$ cat config.mk
export PLATFORM = sky130hd
export DESIGN_NAME = uart_rx_ctrl
export DESIGN_NICKNAME = d
export VERILOG_FILES = /design/src/rtl/uart_rx_ctrl.sv
export SDC_FILE = /design/constraint.sdc
export NUM_CORES = 1
export LEC_CHECK = 0
export BUFFER_PORTS_ARGS = -buffer_cell sky130_fd_sc_hd__buf_2
export CORE_ASPECT_RATIO = 0.7
export CORE_MARGIN = 1.5
export CORE_UTILIZATION = 40
export CTS_CLUSTER_SIZE = 24
export DETAILED_ROUTE_END_ITERATION = 8
export PLACE_DENSITY = 0.68
export SLEW_MARGIN = 20
export SYNTH_ARGS = -nofsm -noshare
export SYNTH_HDL_FRONTEND = slang
export SYNTH_SLANG_ARGS = --single-unit
export TNS_END_PERCENT = 1
$ cat constraint.sdc
create_clock -name clk -period 2.3 [get_ports clk]
set_input_delay 0.345 -clock clk [delete_from_list [all_inputs] [get_ports clk]]
set_output_delay 0.345 -clock clk [all_outputs]
set_load 0.01 [all_outputs]
$ cat src/rtl/uart_rx_ctrl.sv
// rtl/uart_rx_ctrl.sv - prescale shadowing, FWFT byte FIFO, error counters and idle timeout for uart_rx
module uart_rx_ctrl #(
    parameter int          FIFO_DEPTH   = 4,
    parameter int          CNT_W        = 8,
    parameter int          TIMEOUT_CYC  = 480,
    parameter logic [15:0] PRESCALE_RST = 16'd6
) (
    input  logic                          clk,
    input  logic                          rst,
    input  logic [15:0]                   cfg_prescale,
    input  logic                          cfg_wr,
    output logic [15:0]                   prescale,
    output logic                          cfg_pending,
    input  logic                          rx_busy,
    input  logic                          rx_overrun_error,
    input  logic                          rx_frame_error,
    input  logic [7:0]                    s_axis_tdata,
    input  logic                          s_axis_tvalid,
    output logic                          s_axis_tready,
    output logic [7:0]                    m_axis_tdata,
    output logic                          m_axis_tvalid,
    input  logic                          m_axis_tready,
    output logic [$clog2(FIFO_DEPTH):0]   fifo_level,
    output logic [CNT_W-1:0]              ovr_count,
    output logic [CNT_W-1:0]              frm_count,
    input  logic                          clr_counters,
    output logic                          idle_timeout
);
    localparam int AW = $clog2(FIFO_DEPTH);
    localparam int LW = AW + 1;
    localparam int TW = $clog2(TIMEOUT_CYC + 1);
    localparam logic [LW-1:0] LVL_FULL  = LW'(FIFO_DEPTH);
    localparam logic [TW-1:0] IDLE_LAST = TW'(TIMEOUT_CYC - 1);

    typedef enum logic {CFG_IDLE, CFG_PEND} cfg_state_t;

    cfg_state_t      r_cfg_state;
    logic [15:0]     r_shadow;
    logic [15:0]     r_prescale;
    logic            r_cfg_pending;

    logic [7:0]      r_mem [FIFO_DEPTH];
    logic [AW-1:0]   r_wr_ptr;
    logic [AW-1:0]   r_rd_ptr;
    logic [LW-1:0]   r_level;

    logic            r_ovr_q;
    logic            r_frm_q;
    logic [CNT_W-1:0] r_ovr_cnt;
    logic [CNT_W-1:0] r_frm_cnt;

    logic            r_armed;
    logic [TW-1:0]   r_idle_cnt;
    logic            r_idle_timeout;

    logic            w_wr;
    logic            w_rd;
    logic            w_ovr_rise;
    logic            w_frm_rise;

    assign prescale      = r_prescale;
    assign cfg_pending   = r_cfg_pending;
    assign s_axis_tready = (r_level != LVL_FULL);
    assign m_axis_tvalid = (r_level != '0);
    assign m_axis_tdata  = m_axis_tvalid ? r_mem[r_rd_ptr] : 8'h00;
    assign fifo_level    = r_level;
    assign ovr_count     = r_ovr_cnt;
    assign frm_count     = r_frm_cnt;
    assign idle_timeout  = r_idle_timeout;

    assign w_wr       = s_axis_tvalid & s_axis_tready;
    assign w_rd       = m_axis_tvalid & m_axis_tready;
    assign w_ovr_rise = rx_overrun_error & ~r_ovr_q;
    assign w_frm_rise = rx_frame_error & ~r_frm_q;

    // A write while idle applies at once; otherwise it waits in the shadow until rx_busy drops.
    always_ff @(posedge clk or posedge rst) begin
        if (rst) begin
            r_cfg_state   <= CFG_IDLE;
            r_shadow      <= 16'h0000;
            r_prescale    <= PRESCALE_RST;
            r_cfg_pending <= 1'b0;
        end else begin
            case (r_cfg_state)
                CFG_IDLE: begin
                    if (cfg_wr) begin
                        r_shadow <= cfg_prescale;
                        if (!rx_busy) begin
                            r_prescale <= cfg_prescale;
                        end else begin
                            r_cfg_state   <= CFG_PEND;
                            r_cfg_pending <= 1'b1;
                        end
                    end
                end
                CFG_PEND: begin
                    if (!rx_busy) begin
                        r_prescale <= r_shadow;
                    end
                    if (cfg_wr) begin
                        r_shadow <= cfg_prescale;
                    end else if (!rx_busy) begin
                        r_cfg_state   <= CFG_IDLE;
                        r_cfg_pending <= 1'b0;
                    end
                end
                default: begin
                    r_cfg_state   <= CFG_IDLE;
                    r_cfg_pending <= 1'b0;
                end
            endcase
        end
    end

    always_ff @(posedge clk) begin
        if (w_wr) begin
            r_mem[r_wr_ptr] <= s_axis_tdata;
        end
    end

    always_ff @(posedge clk or posedge rst) begin
        if (rst) begin
            r_wr_ptr <= '0;
            r_rd_ptr <= '0;
            r_level  <= '0;
        end else begin
            if (w_wr) begin
                r_wr_ptr <= r_wr_ptr + AW'(1);
            end
            if (w_rd) begin
                r_rd_ptr <= r_rd_ptr + AW'(1);
            end
            case ({w_wr, w_rd})
                2'b10:   r_level <= r_level + LW'(1);
                2'b01:   r_level <= r_level - LW'(1);
                default: r_level <= r_level;
            endcase
        end
    end

    always_ff @(posedge clk or posedge rst) begin
        if (rst) begin
            r_ovr_q   <= 1'b0;
            r_frm_q   <= 1'b0;
            r_ovr_cnt <= '0;
            r_frm_cnt <= '0;
        end else begin
            r_ovr_q <= rx_overrun_error;
            r_frm_q <= rx_frame_error;
            if (clr_counters) begin
                r_ovr_cnt <= '0;
                r_frm_cnt <= '0;
            end else begin
                if (w_ovr_rise && (r_ovr_cnt != '1)) begin
                    r_ovr_cnt <= r_ovr_cnt + CNT_W'(1);
                end
                if (w_frm_rise && (r_frm_cnt != '1)) begin
                    r_frm_cnt <= r_frm_cnt + CNT_W'(1);
                end
            end
        end
    end

    // Any busy cycle restarts the idle count; the timer disarms after its single pulse.
    always_ff @(posedge clk or posedge rst) begin
        if (rst) begin
            r_armed        <= 1'b0;
            r_idle_cnt     <= '0;
            r_idle_timeout <= 1'b0;
        end else begin
            r_idle_timeout <= 1'b0;
            if (w_wr) begin
                r_armed    <= 1'b1;
                r_idle_cnt <= '0;
            end else if (r_armed) begin
                if (rx_busy) begin
                    r_idle_cnt <= '0;
                end else if (r_idle_cnt == IDLE_LAST) begin
                    r_idle_timeout <= 1'b1;
                    r_armed        <= 1'b0;
                    r_idle_cnt     <= '0;
                end else begin
                    r_idle_cnt <= r_idle_cnt + TW'(1);
                end
            end
        end
    end
endmodule

# Yosys cells after proc, flatten, opt, wreduce, memory -nomap -nowiden
# Memories as Yosys holds them, arrays and structs flattened.
# Index checks and enable logic that the tools add are counted.
[classes] eq_ne=11 addsub=7 n_reduce_logical=9 muxes=34 bitwise=7
[ops] operator="16-bit two-way mux" count=4
[ops] operator="8-bit two-way mux" count=5
[ops] operator="9-bit two-way mux" count=4
[ops] operator="16-bit one-hot mux with 2 select lines" count=1
[ops] operator="1-bit two-way mux" count=17
[ops] operator="8-bit by 1-bit adder with 8-bit output (second input constant)" count=2
[ops] operator="8-bit != test (second input constant)" count=2
[ops] operator="2-bit != test (second input constant)" count=5
[ops] operator="9-bit by 1-bit adder with 9-bit output (second input constant)" count=1
[ops] operator="9-bit == test (second input constant)" count=1
[ops] operator="2-bit nonzero test" count=4
[ops] operator="3-bit one-hot mux with 2 select lines" count=1
[ops] operator="2-bit by 1-bit adder with 2-bit output (second input constant)" count=2
[ops] operator="1-bit bitwise AND" count=4
[ops] operator="1-bit one-hot mux with 2 select lines" count=2
[ops] operator="4-bit AND reduction" count=1
[ops] operator="3-bit by 1-bit adder with 3-bit output (second input constant)" count=1
[ops] operator="3-bit != test (second input constant)" count=1
[ops] operator="1-bit inverter" count=3
[ops] operator="3-bit AND reduction" count=1
[ops] operator="3-bit nonzero test" count=1
[ops] operator="3-bit by 1-bit subtractor with 3-bit output (second input constant)" count=1
[ops] operator="2-bit by 1-bit == test with 1-bit output (second input constant)" count=1
[ops] operator="2-bit == test (second input constant)" count=1
[ops] operator="1-bit logical AND" count=2
[totals] memories=1 regBits=70 inputBits=33 out_inout_bits=47 elab_cells=83 ram_bits=32
[mem_list] name="r_mem" words=4 width=8 read_ports=1 rd_clocked_by_memory_dff=0 write_ports=1 line_no="42" text="logic [7:0] r_mem [FIFO_DEPTH];"

# Depth between registers and ports, before layout
# Gate-level depths: netlist (run 1).
[depth] word_depth=5 mapped_depth=10 depth_no_buf=9

# Worst setup path after synthesis (run 1)
# No wires, ideal clock.
[synth_timing] path_type="reg2reg" from="reg r_level[2], in the netlist fifo_level[2]" to="reg r_level[2], in the netlist fifo_level[2]" arrival_time_ps=1887 path_buffers=1 setup_ps=130 required_ps=2170 path_stages_with_launch=10 period_less_slack_ps=2017 path_slack_ps=283 path_cell_list="dfrtp_1 > or3_1 > buf_2 > and2_4 > ha_1 > inv_1 > fa_1 > xor2_1 > nor2_1 > xor2_1"
[synth_between] elab_chain_len=4 elab_cells_between_ends=10 classes_between="add/sub: 2; eq/ne: 3; mux: 1; bitwise: 2; reduce/logical: 2"
[synth_lines] element="from (decl)" line_no="45" text="logic [LW-1:0] r_level;"
[synth_lines] element="from (signal assigned)" line_no="134" text="2'b10: r_level <= r_level + LW'(1);"
[synth_lines] element="from (signal assigned)" line_no="135" text="2'b01: r_level <= r_level - LW'(1);"
[synth_lines] element="from (signal assigned)" line_no="136" text="default: r_level <= r_level;"
[synth_lines] element="3-bit nonzero test *" line_no="64" text="assign m_axis_tvalid = (r_level != '0);"
[synth_lines] element="via m_axis_tvalid" line_no="21" text="output logic m_axis_tvalid,"
[synth_lines] element="1-bit bitwise AND *" line_no="72" text="assign w_rd = m_axis_tvalid & m_axis_tready;"
[synth_lines] element="via w_rd" line_no="57" text="logic w_rd;"
[synth_lines] element="2-bit by 1-bit == test with 1-bit output or 2-bit == test (tied branches)" line_no="133" text="case ({w_wr, w_rd})"
[synth_lines] element="3-bit one-hot mux with 2 select lines or 2-bit nonzero test (tied branches)"
# Mark *: on every way through the listed nets, which the timed path passes. The rest lies on a longest branch.
# A chain may end at the register's enable or synchronous reset.

# Final worst setup path (run 1)
[layout_timing] from="reg r_rd_ptr[0]" to="out m_axis_tdata[5]"
[layout_between] elab_chain_len=2
[layout_lines] element="from (decl)" line_no="44" text="logic [AW-1:0] r_rd_ptr;"
[layout_lines] element="from (signal assigned)" line_no="131" text="r_rd_ptr <= r_rd_ptr + AW'(1);"
[layout_lines] element="memory 4 x 8 bit"
[layout_lines] element="8-bit two-way mux" line_no="65" text="assign m_axis_tdata = m_axis_tvalid ? r_mem[r_rd_ptr] : 8'h00;"
[layout_lines] element="to (decl)" line_no="20" text="output logic [7:0] m_axis_tdata,"
# No other way between the ends.

==> results of run 1 <==
## layer usage
metal	track usage, %	part of all wire [%]
met5	0	0
met1	23.1	49
met3	4.45	3.9
met2	23.9	45
met4	5.22	1.4
## area by class of cell
class                   count  share of cell area (%)
inverters                  14                   0.971
repair buffers             87                    8.42
multi-input cells         225                    31.7
clock inverters             2                   0.301
flip-flops and latches    102                    50.2
clock buffers              14                    4.88
well taps                 153                    3.54
## cells in the mapped netlist (2+ instances only)
cell type  count  share of area (%)
a21oi_1       12                1.3
and2_1        13                1.8
and3_1         6               0.82
buf_2          9               0.99
clkbuf_1       4               0.33
dfrtp_1       68                 37
dfstp_2        2                1.2
edfxtp_1      32                 21
ha_1           8                2.2
inv_1         14                1.2
mux2_2        16                3.9
mux2i_1       20                4.4
mux4_2         8                3.9
nand2_1       27                2.2
nand2b_1       2               0.27
nand3_1        5               0.55
nand4_1        4               0.55
nor2_1        17                1.4
nor2b_1        2               0.27
nor3_1         2               0.22
nor4b_1        4               0.77
o211ai_1       2               0.33
o21ai_0       27                3.0
o31ai_1        4               0.66
or3_1          5               0.69
or4_1          5               0.82
xnor2_1        6                1.2
xor2_1         8                1.5
## critical path, delay by kind of cell (launching register included)
| family | cells | cell delay [ns] |
|---|---|---|
| flops | 1 | 0.32 |
| mux | 1 | 0.52 |
| buf+inv | 2 | 0.35 |
| simple gates | 1 | 0.17 |
## cell families (layout without fill, tap and decap cells)
logic type	count (synthesis)	in the layout
adder cells (fa/ha/maj)	10	10
multiplexers	44	44
AND/OR/NAND/NOR	101	101
flip-flops	102	102
XOR/XNOR	14	14
AO/OA/AOI/OAI	56	56
buffers and inverters	30	117
## metrics by stage
stage | total power (uW) | hold slack, ns
finish | 5010 | 0.0830
global route | 5350 | 0.106
CTS | 5110 | 0.0872
detailed placement | 3650 | 0.458
global placement | 3590 | 0.451
floorplan | 3180 | 0.376
## path summary, 6_finish.rpt
kind                            cells after the start                        end                      start
worst max register to register                      8  fifo_level[2]$_DFFE_PP0P_  fifo_level[1]$_DFFE_PP0P_
worst min-delay path                                3   prescale[12]$_DFFE_PP0P_                        rst
min in group clk                                    1          r_ovr_q$_DFF_PP0_           rx_overrun_error
max in group asynchronous                           3    prescale[2]$_DFFE_PP1P_                        rst
worst min register to register                      2    prescale[8]$_DFFE_PP0P_    prescale[8]$_DFFE_PP0P_
worst max-delay path                                4            m_axis_tdata[5]    r_rd_ptr[0]$_DFFE_PP0P_
## state kept, by name, indices dropped and copies added (netlist names)
register	cells
cfg_pending	1
fifo_level	3
frm_count	8
idle_timeout	1
ovr_count	8
prescale	16
r_armed	1
r_cfg_state	1
r_frm_q	1
r_idle_cnt	9
r_mem	32
r_ovr_q	1
r_rd_ptr	2
r_shadow	16
r_wr_ptr	2
## where the power goes
group,switching (uW),internal (uW),leakage (uW)
logic,647,611,0.00108
registers,165,2160,0.00117
clock network,627,799,0.000134
total,1440,3570,0.00239
==> flow_metrics.tcl, run 1 <==
set metrics [dict create \
    synth_cells 357 \
    regArea_um2 2720 \
    min_period_over_period_pct 88.9 \
    syn_to_final_growth_pct 18.6 \
    final_common_cell "buf_2" \
    num_vias 3015 \
    synthFlopType "dfrtp_1" \
    async_flop_share_pct 68.6 \
    ys_seq_elements 102 \
    cts_max_level 3 \
    final_cells 597 \
    rows 32 \
    place.gp.congestion 0.794 \
    hold_viol 0 \
    die-area_um2 12100 \
    max_stage_delay_ns 0.52 \
    worstMarginPinSlew_ns 0.558 \
    cts_max_path_buffers 2 \
    grt_pass1_vias 2972 \
    p_per_area_nw_per_um2 926 \
    post_dp_cell_area_um2 5130 \
    period_minus_slack_ns 2.05 \
    worstSetupStartpointType "flop" \
    grt_pass1_wl_mm 14.9 \
    yosys.area_share.adder_pct 2.85 \
    wl_mm 8.83 \
    path_clk_slew_ns 0.07 \
    rsz0062_at_grt "no" \
    multi_input_area_um2 1720 \
    required_ns 1.96 \
    end_kind "output port" \
    slowest_stage "mux4_2" \
    synth_nets 399 \
    rrSetupSlack_ns 0.36 \
    wire_per_inst_um 14.8 \
    setup_tns_ns 0 \
    drt_pass1_iterations 4 \
    finalClockSkew_ns 0.00584 \
    fp.dieH_um 92.4 \
    track_usage_pct 16.2 \
    timing.final.ws_setup_ns 0.254 \
    critPathMaxFanout 10 \
    drt_iter0_markers 216 \
    worstPathArrival_ns 1.70 \
    antennaDiodeCount 0 \
    synth_top_family_by_area "multiplexers" \
    synth_edf_count 32 \
    synth_seq_area_share_pct 59.5 \
    slew_headroom_pct 62.3 \
    grt_max_degree 40 \
    ctsRootBufferMaster "clkbuf_16" \
    post-route-util_pct 49.0 \
    dp_cells 581 \
    syn_area_um2 4560 \
    synthSimpleGateAreaFrac_pct 12.2 \
    numCtsBuffers 9 \
    drive_gt1_share_pct 30.6 \
    drv_slew 0 \
    routed_via_density 5.05 \
    die_w_um 131 \
    crit_type "flop to output port" \
    io_pins 80 \
    synth_compound_area_share_pct 7.54 \
    synth_cell_types 53 \
    ant_nets 0 \
    clock_sinks 102 \
    dpl.hpwl_mm 6.13 \
    fin_area_um2 5410 \
    yosysWarnings 0 \
    status "finished, final reports clean" \
    postCtsHoldBufs 0 \
    synth_xor_xnor_area_share_pct 2.69 \
    post-cts-setup-buffers 0 \
    fill_cells 1041 \
    place_ws_ns 0.354 \
    finalSetupViolations 0 \
    avgSynthCellArea_um2 12.8 \
    vdd_drop_max_uv 390 \
    antenna_found_initial 0 \
    drc 0 \
    max_freq_mhz 489 \
    hp-class "primary input to async pin" \
    core_region_area_um2 11100 \
    path_cells "buf_4, mux4_2, and2_1, buf_2" \
    leakage_uw 0.00239 \
    start_util_pct 41.3 \
    cap_violations 0 \
    muxShareOfSynthArea_pct 12.3 \
    grt_overflow 0 \
    clk_latency_ns 0.33 \
    numPortBuffers 79 \
    nNetsFinal 481 \
    cts_tree "built" \
    cts_resized 0 \
    layout_common_cells "buf_2 (79), dfrtp_1 (68), edfxtp_1 (32)" \
]
Note: power is estimated with default switching activity, not from simulation.
==> inputs of run 2 (changes only) <==
ABC_CLOCK_PERIOD_IN_PS = 2300   (was unset)
CORE_UTILIZATION = 52   (was 40)
PLACE_DENSITY = unset   (was 0.68)
PLACE_DENSITY_LB_ADDON = 0.25   (was unset)
==> run 2 against run 1 <==
Net effect: worst setup slack worse by 0.016 ns; utilization up 14 points; via count down 0.40%; power down 0.57%; largest cell class unchanged; critical path depth unchanged; register-to-register slack worse by 0.05 ns; clock skew up 0.0034 ns; cell area down 0.74%; sequential cell count unchanged; die area down 22%; critical endpoint is now m_axis_tdata[7]; cell count down 5.7%; clock-buffer cell count down 2.
==> flow_metrics.tcl, run 2 (synthesis gave the netlist of run 1 again) <==
set metrics [dict create \
    status "finished, final reports clean" \
    io_pins 80 \
    rsz0062_at_grt "no" \
    leakage_uw 0.00239 \
    path_clk_slew_ns 0.07 \
    period_minus_slack_ns 2.06 \
    worstPathArrival_ns 1.72 \
    place.gp.congestion 0.802 \
    finalClockSkew_ns 0.00924 \
    start_util_pct 53.8 \
    end_kind "output port" \
    worstSetupStartpointType "flop" \
    hold_slack_ns 0.0606 \
    cap_violations 0 \
    cts_max_path_buffers 2 \
    final_common_cell "buf_2" \
    layout_common_cells "buf_2 (79), dfrtp_1 (68), edfxtp_1 (32)" \
    power_uw 4980 \
    post-cts-setup-buffers 0 \
    wire_per_inst_um 15.4 \
    fin_area_um2 5370 \
    antennaDiodeCount 0 \
    numPortBuffers 79 \
    required_ns 1.96 \
    fp.dieH_um 81.4 \
    slew_headroom_pct 61.1 \
    grt_pass1_vias 2876 \
    routed_via_density 5.33 \
    core_region_area_um2 8480 \
    num_vias 3003 \
    finalSetupViolations 0 \
    antenna_found_initial 0 \
    setup_tns_ns 0 \
    max_freq_mhz 485 \
    drc 0 \
    grt_overflow 0 \
    grt_max_degree 38 \
    cts_max_level 3 \
    vdd_drop_max_uv 497 \
    dpl.hpwl_mm 6.08 \
    cts_tree "built" \
    rows 28 \
    die-area_um2 9350 \
    drt_iter0_markers 125 \
    hp-class "primary input to async pin" \
    p_per_area_nw_per_um2 928 \
    drv_slew 0 \
    drt_pass1_iterations 4 \
    post_dp_cell_area_um2 5100 \
    drive_gt1_share_pct 30.7 \
    hold_viol 0 \
    clock_sinks 102 \
    numCtsBuffers 9 \
    largest_reg_flops 32 \
    min_period_over_period_pct 89.6 \
    clk_latency_ns 0.35 \
    grt_pass1_wl_mm 14.1 \
    cts_resized 0 \
    post-route-util_pct 63.3 \
    die_w_um 115 \
    crit_type "flop to output port" \
    track_usage_pct 19.9 \
    worstMarginPinSlew_ns 0.576 \
    syn_to_final_growth_pct 17.7 \
    postCtsHoldBufs 0 \
    ant_nets 0 \
    ctsRootBufferMaster "clkbuf_16" \
    top_register "r_mem" \
    wl_mm 8.69 \
    nNetsFinal 481 \
    critPathMaxFanout 10 \
]
[run 2: cell count changes in the layout (fill, tap and decap cells not counted)]
cell	before	now
clkbuf_1	3	2
clkinvlp_4	1	0
clkbuf_8	2	1
buf_12	0	1
buf_4	8	7
clkinv_2	0	1
clkinv_4	0	1
[run 2: power by group]
group	switching, uW	leakage [uW]	internal [uW]
combinational	635	0.00109	601
clock	638	0.000133	762
sequential	184	0.00117	2160
[run 2: critical path, stage by stage (launching register included)]
cell     delay, ns
dfrtp_1       0.33
buf_4         0.22
mux4_2        0.52
and2_1        0.17
buf_2         0.13
[run 2: cell type report]
class	instances	area, um2
clock buffers	12	246
clock inverters	3	22.5
fillers	684	3110
inverters	14	52.6
multi-input cells	225	1720
flip-flops and latches	102	2720
well taps	120	150
repair buffers	87	468
[run 2: path summary, 6_finish.rpt]
kind | startpoint | end | slack (ns) | cells after the start
worst max-delay path | r_rd_ptr[0]$_DFFE_PP0P_ | m_axis_tdata[7] | 0.24 | 4
worst min-delay path | rst | r_wr_ptr[1]$_DFFE_PP0P_ | 0.06 | 2
worst max register to register | fifo_level[2]$_DFFE_PP0P_ | fifo_level[2]$_DFFE_PP0P_ | 0.31 | 8
worst min register to register | prescale[15]$_DFFE_PP0P_ | prescale[15]$_DFFE_PP0P_ | 0.47 | 2
max in group asynchronous | rst | prescale[2]$_DFFE_PP1P_ | 1.58 | 3
min in group clk | rx_overrun_error | r_ovr_q$_DFF_PP0_ | 0.12 | 1
[run 2: routing by layer]
metal  global-route usage, %  vias to the layer above  wire length [um]
met5                       0                        -                 0
met4                    7.78                        0               132
met3                    6.27                       10               513
met2                    30.5                       71              3970
met1                    26.8                     1469              4070
li1                        -                     1453                 -
[run 2: through the flow]
step	cells	setup slack, ns
2_1_floorplan	357	0.190
3_3_place_gp	548	0.411
3_5_place_dp	548	0.328
4_1_cts	563	0.205
5_1_grt	563	0.135
6_report	563	0.239
